<file path="src/rtl/display_source_select_pkg.sv">
// Shared encodings and seven-segment font for the display source selector.
package display_source_select_pkg;

    typedef enum logic [1:0] {
        MODE_SW    = 2'd0,
        MODE_PRESS = 2'd1,
        MODE_TICK  = 2'd2,
        MODE_ONES  = 2'd3
    } mode_e;

    // Active-low segments, bit order g..a, indexed by hex digit value.
    localparam logic [15:0][6:0] SEG_FONT = {
        7'b0001110,  // F
        7'b0000110,  // E
        7'b0100001,  // d
        7'b1000110,  // C
        7'b0000011,  // b
        7'b0001000,  // A
        7'b0010000,  // 9
        7'b0000000,  // 8
        7'b1111000,  // 7
        7'b0000010,  // 6
        7'b0010010,  // 5
        7'b0011001,  // 4
        7'b0110000,  // 3
        7'b0100100,  // 2
        7'b1111001,  // 1
        7'b1000000   // 0
    };

    localparam logic [6:0] SEG_BLANK = 7'b1111111;

endpackage

</file>
<file path="src/rtl/display_source_select_seg7_decode.sv">
// One hex digit to active-low seven-segment pattern, purely combinational.
module seg7_decode
    import display_source_select_pkg::*;
(
    input  logic [3:0] nibble,
    output logic [6:0] seg
);

    always_comb begin
        seg = SEG_BLANK;
        for (int unsigned d = 0; d < 16; d++) begin
            if (nibble == 4'(d)) seg = SEG_FONT[d];
        end
    end

endmodule

</file>
<file path="src/rtl/display_source_select.sv">
// Selects switches, debounced press count, tick count or all-ones onto a
// registered multi-digit hex value and drives the matching seven-segment digits.
module display_source_select
    import display_source_select_pkg::*;
#(
    parameter int DIGITS          = 4,
    parameter int PRESCALE_BITS   = 26,
    parameter int DEBOUNCE_CYCLES = 500000
) (
    input  logic                  CLOCK_50,
    input  logic                  reset,
    input  logic [4*DIGITS-1:0]   sw_value,
    input  logic                  key_n,
    input  logic [1:0]            mode,
    input  logic                  freeze,
    output logic [4*DIGITS-1:0]   value,
    output logic [7*DIGITS-1:0]   hex,
    output logic                  tick
);

    localparam int W    = 4 * DIGITS;
    localparam int DB_W = $clog2(DEBOUNCE_CYCLES);
    localparam logic [DB_W-1:0] DB_LAST = DB_W'(DEBOUNCE_CYCLES - 1);

    logic                     key_meta;
    logic                     key_sync;
    logic                     key_level;
    logic [DB_W-1:0]          db_cnt;
    logic                     db_done;
    logic                     press_edge;
    logic [PRESCALE_BITS-1:0] prescaler;
    logic [W-1:0]             press_count;
    logic [W-1:0]             tick_count;
    logic [W-1:0]             source;

    // The press is counted on the same edge the debounced level falls.
    assign db_done    = (key_sync != key_level) && (db_cnt == DB_LAST);
    assign press_edge = db_done && !key_sync;
    assign tick       = &prescaler;

    always_ff @(posedge CLOCK_50) begin
        if (reset) begin
            key_meta  <= 1'b1;
            key_sync  <= 1'b1;
            key_level <= 1'b1;
            db_cnt    <= '0;
        end else begin
            key_meta <= key_n;
            key_sync <= key_meta;
            if (key_sync == key_level) begin
                db_cnt <= '0;
            end else if (db_done) begin
                key_level <= key_sync;
                db_cnt    <= '0;
            end else begin
                db_cnt <= db_cnt + DB_W'(1);
            end
        end
    end

    always_ff @(posedge CLOCK_50) begin
        if (reset) begin
            prescaler   <= '0;
            tick_count  <= '0;
            press_count <= '0;
        end else begin
            prescaler <= prescaler + PRESCALE_BITS'(1);
            if (tick)       tick_count  <= tick_count + W'(1);
            if (press_edge) press_count <= press_count + W'(1);
        end
    end

    always_comb begin
        source = '0;
        case (mode_e'(mode))
            MODE_SW:    source = sw_value;
            MODE_PRESS: source = press_count;
            MODE_TICK:  source = tick_count;
            MODE_ONES:  source = '1;
        endcase
    end

    always_ff @(posedge CLOCK_50) begin
        if (reset) begin
            value <= '0;
        end else if (!freeze) begin
            value <= source;
        end
    end

    for (genvar i = 0; i < DIGITS; i++) begin : g_digit
        seg7_decode u_seg7_decode (
            .nibble (value[4*i +: 4]),
            .seg    (hex[7*i +: 7])
        );
    end

endmodule
</file>
<file path="config.mk">
export PLATFORM = sky130hd
export DESIGN_NAME = display_source_select
export DESIGN_NICKNAME = d
export VERILOG_FILES = /design/src/rtl/display_source_select_pkg.sv /design/src/rtl/display_source_select_seg7_decode.sv /design/src/rtl/display_source_select.sv
export SDC_FILE = /design/constraint.sdc
export NUM_CORES = 1
export LEC_CHECK = 0
export BUFFER_PORTS_ARGS = -buffer_cell sky130_fd_sc_hd__buf_2
export CAP_MARGIN = 5
export CORE_MARGIN = 8
export CORE_UTILIZATION = 30
export CTS_BUF_LIST = sky130_fd_sc_hd__clkbuf_2 sky130_fd_sc_hd__clkbuf_4 sky130_fd_sc_hd__clkbuf_8
export DETAILED_ROUTE_END_ITERATION = 6
export PLACE_DENSITY = 0.58
export SETUP_SLACK_MARGIN = 0.2
export SYNTH_ARGS = -nofsm -noshare
export SYNTH_HDL_FRONTEND = slang
export SYNTH_SLANG_ARGS = --single-unit
</file>
<file path="constraint.sdc">
create_clock -name CLOCK_50 -period 5.95 [get_ports CLOCK_50]
set_clock_uncertainty 0.05 [all_clocks]
set_input_delay 0.2975 -clock CLOCK_50 [delete_from_list [all_inputs] [get_ports CLOCK_50]]
set_output_delay 0.2975 -clock CLOCK_50 [all_outputs]
set_load 0.05 [all_outputs]
</file>
* Word-level counts from Yosys, hierarchy flattened *
Cells that the tools add are included.

word-level totals
  register bits = 96
  latch bits = 0
  bits in writable memories = 0
  memory bits (read-only) = 0
  bits of input ports = 22
  output and inout bits = 45
  word-level logic and storage cells = 155
  memories kept = 0

cells by class
  $add $sub $neg = 4
  multipliers = 0
  div/mod/pow operators = 0
  order comparisons = 0
  eq/ne operators = 66
  shift operators = 0
  mux-type cells = 65
  bitwise logic cells = 1
  reduce and logical (&&, ||, !) cells = 11

operators by type and width
  kind                   count
  $mux 7                 56
  $eq 4x4->1 const B     32
  $eq 4x3->1 const B     16
  $pmux 16 s4            1
  $mux 6                 8
  $add 16x1->16 const B  2
  $eq 4x2->1 const B     8
  $add 26x1->26 const B  1
  $reduce_and 26->1      1
  $add 19x1->19 const B  1
  $eq 19x19->1 const B   1
  $eq 4x1->1 const B     4
  $logic_not 4->1        4
  $eq 2x2->1 const B     2
  $reduce_or 3->1        1
  $eq 2x1->1 const B     1
  $logic_and 1x1->1      2
  $logic_not 2->1        1
  $reduce_and 2->1       1
  $eq 1x1->1             1
  $logic_not 1->1        1
  $ne 1x1->1             1
  $not 1->1              1

* Depth between registers and ports, before layout *
  word-level depth = 17
  depth in mapped cells = 7
  depth with buffers taken out = 5

* Hierarchy *
Synthesis repeated with hierarchy kept, for this count alone.

second synthesis, totals
  cells, all modules = 674
  area, all modules = 5595.4 um2

by module, submodules not included
  module                 instances  cells each  area an instance (um2)  seq. area each (um2)
  display_source_select  1          554         4759.6                  1921.8
  seg7_decode            4          30          209.0                   0.0

* Worst setup path after synthesis *
OpenSTA, ideal clock, no wires.

  kind = reg2out
  start point = reg value[15]
  end point = out hex[21]
  data arrival time = 2.369 ns
  required time = 5.603 ns
  path slack = 3.233 ns
  stages on the path, launching flop included = 4
  buffers on the path = 1
  cell sequence = dfxtp_1 clkbuf_1 inv_1 o32ai_1

on the way
  word-level cells in the longest chain between the ends = 17
  elaborated cells on any way between the ends = 32
  classes of those cells = 15 x eq/ne; 16 x mux; 1 x reduce/logical

ends and longest elaborated chain
  what                    RTL line                                 text
  from (decl)             display_source_select.sv:16              output logic [4*DIGITS-1:0] value,
  from (signal assigned)  display_source_select.sv:87              value <= source;
  $logic_not 4->1         display_source_select_seg7_decode.sv:12  if (nibble == 4'(d)) seg = SEG_FONT[d];
  $mux 6 (2 in series)    display_source_select_seg7_decode.sv:12
  $mux 7 (13 in series)   display_source_select_seg7_decode.sv:12
  $mux 7 *                display_source_select_seg7_decode.sv:12
  to (decl)               display_source_select.sv:17              output logic [7*DIGITS-1:0] hex,

Every way passes the cells marked *; elsewhere a longest branch is shown, timed or not.

* Worst setup path after layout *
  start point = reg prescaler[0]
  end point = out tick

on the way
  word-level cells in the longest chain between the ends = 1

ends and longest elaborated chain
  what                    RTL line                     text
  from (decl)             display_source_select.sv:31  logic [PRESCALE_BITS-1:0] prescaler;
  from (signal assigned)  display_source_select.sv:67  prescaler <= prescaler + PRESCALE_BITS'(1);
  $reduce_and 26->1       display_source_select.sv:39  assign tick = &prescaler;
  to (decl)               display_source_select.sv:18  output logic tick

No other way between the ends.

==> flow_metrics.tcl <==
set metrics [dict create \
    core.rowCount 49 \
    cts_tree "done" \
    cp-start-kind "flip-flop" \
    hold_depth 2 \
    die_y_um 150 \
    synthesis.nets 711 \
    gr-total-overflow 0 \
    m1WireLength_mm 6.55 \
    initial_core_util_pct 30.4 \
    io_buffers 66 \
    path_clk_slew_ns 0.09 \
    critPathRequiredTime_ns 5.60 \
    fillers 1885 \
    post-route-min-period_ns 2.77 \
    max_freq_mhz 361 \
    netlist_area_um2 5420 \
    grt_util_all_layers_pct 11.7 \
    area_growth_pct 11.8 \
    vias 4984 \
    synth_edf_count 0 \
    core-area_um2 17800 \
    hold_class "input pin to flip-flop" \
    p_leak_uw 0.00202 \
    finalSetupViolCount 0 \
    crit_fanout 21 \
    maxCapViolations 0 \
    wl_met2_mm 6.13 \
    power.density_nw_per_um2 218 \
    min_period_over_period_pct 46.5 \
    grt_pass1_wl_mm 21.6 \
    ir_drop_v 0.000107 \
    crit_arrival_ns 2.42 \
    tns_ns 0 \
    cts.sinks 96 \
    clkLatencyLatePin_ns 0.38 \
    ios 67 \
    cts_buffer_depth 2 \
    synth_cell_types 48 \
    layout-drive-gt1-share_pct 16.5 \
    yosysSeqAreaShare_pct 35.4 \
    cp-end-kind "primary output" \
    hpwl_mm 9.58 \
    p_total_uw 1320 \
    routabilityCongestion 0.799 \
    slowest_stage "or4_1" \
    slew_headroom_pct 55.4 \
    status "completed" \
    worstMarginPinSlew_ns 0.669 \
    drc_errors 0 \
    hold_ws_ns 0.0609 \
    rsz0062_at_grt "no" \
    first_pass_iters 4 \
    path_cells "ha_1 -> nand3_2 -> or4_1 -> nor2_1 -> buf_2" \
    root_buffer "clkbuf_8" \
    yosysTopAreaCell "dfxtp_1" \
    synth.avg_cell_area_um2 7.92 \
    route.met3.wl_um 591 \
    totalWireLength_mm 13.5 \
    fin_nets 743 \
    maxSlewViolCount 0 \
    die_w_um 150 \
    r2r_cells 5 \
    cts_buffers 9 \
    dieArea_um2 22600 \
    synth_area_leaders "dfxtp_1 35%, a21oi_1 6.7%, mux2_2 5.4%, or4_1 4.2%, nor2_1 4.1%" \
    synth_warnings 0 \
    drt_iter0_markers 285 \
    post_cts_resize_count 0 \
    synth_seq_cells 96 \
    antenna_found_initial 0 \
    cts_setup_buffers 0 \
    grt_max_degree 66 \
    synth_cells 685 \
    final_hold_viol_count 0 \
    crit_type "flip-flop to primary output" \
    critPathMaxStageDelay_ns 0.85 \
    synth_flop_cell "dfxtp_1" \
    ys_async_sr_fraction_pct 0 \
    highest_layer "met4" \
    grt_pass1_vias 4278 \
    viasPerCell 5.24 \
    synth_top_area_share_pct 35.4 \
    routedWlPerCell_um 14.2 \
    htree_levels 3 \
    cts_hold_buf 0 \
    ant_nets 0 \
]
==> cell usage after synthesis (6+ instances only) <==
cell       n
inv_1     19
nor3_1     7
nand4_1   22
o21ai_0   36
nand3_1   27
xor2_1     6
nand2_1   57
clkbuf_1  39
xnor2_1   21
or4_1     30
or3_1     19
a21oi_1   73
and4_1     6
and3_1    11
nor2_1    59
nand2b_1   8
nor2b_1   15
dfxtp_1   96
nor4_1    12
o31ai_1   25
and2_1     7
o221ai_1  16
mux2_2    26
==> layer usage <==
layer / vias up / GRT usage (%)
li1: 2593 / -
met5: - / 0
met1: 2306 / 15.0
met2: 69 / 18.6
met3: 16 / 2.34
met4: 0 / 5.20
==> area by class of cell <==
cell class | count | area, µm² | share of cell area, %
Clock inverter | 4 | 45.0 | 0.743
Timing Repair Buffer | 68 | 345 | 5.70
Clock buffer | 12 | 146 | 2.42
Antenna cell | 1 | 2.50 | 0.0413
Inverter | 19 | 71.3 | 1.18
Sequential cell | 96 | 1920 | 31.7
Tap cell | 229 | 287 | 4.73
Multi-Input combinational cell | 523 | 3240 | 53.5
==> critical path, delay by kind of cell (launching register included) <==
family	cells	cell delay (ns)
adder cells (fa/ha/maj)	1	0.23
AND/OR/NAND/NOR	3	1.16
flip-flops	1	0.38
buffers and inverters	1	0.28
==> per-stage QoR <==
step	utilization, %	setup slack [ns]	instance area, µm²	std cells
floorplan	-	3.23	5420	685
global placement	32.9	3.58	5870	935
detailed placement	32.9	3.53	5870	935
CTS	34.0	3.16	6060	951
global route	34.0	3.03	6060	951
finish	34.0	3.18	6060	952
==> final timing paths <==
kind,from,endpoint,slack [ns]
worst max-delay path,prescaler[0],tick,3.18
worst min-delay path,key_n,key_meta,0.06
worst max register to register,prescaler[0],tick_count[6],3.52
worst min register to register,key_meta,key_sync,0.37
==> layout by cell type, fill, tap and decap left out, types with 3 or more instances in the layout <==
master and instances:
o21bai_1 3, ha_1 4, or4_1 30, or3_1 19, nor2_1 59, nor2b_1 15
mux2_2 26, o31a_1 3, o32ai_1 4, clkinv_2 3, o21ai_0 36, and2_1 7
and3_1 11, nand2_1 57, a21o_1 3, inv_1 19, nor4_1 12, xnor2_1 21
o31ai_1 25, a21oi_1 73, a21boi_0 3, nand4_1 22, dfxtp_1 96, and4_1 6
clkbuf_8 9, o221ai_1 16, nor3_1 7, nand3_1 27, buf_2 66, xor2_1 6
clkbuf_4 3, nand2b_1 8
==> where the power goes <==
part           internal [µW]  switching (µW)  leakage (µW)
logic                   58.5             155       0.00114
clock network            207             227      0.000104
registers                651            22.5      0.000777
==> registers in the layout, indices dropped and copies added (netlist names) <==
signal and flops:
db_cnt 19, key_level 1, key_meta 1, key_sync 1
prescaler 26, press_count 16, tick_count 16, value 16
==> cells by family after synthesis <==
| logic type | share of synthesized area (%) |
|---|---|
| xor+xnor | 4.36 |
| compound gates | 19.3 |
| simple gates | 29.5 |
| fa+ha+maj | 0.923 |
| mux | 5.77 |
| buf+inv | 4.78 |
| flops | 35.4 |
Power figures use the tool's default switching activity.
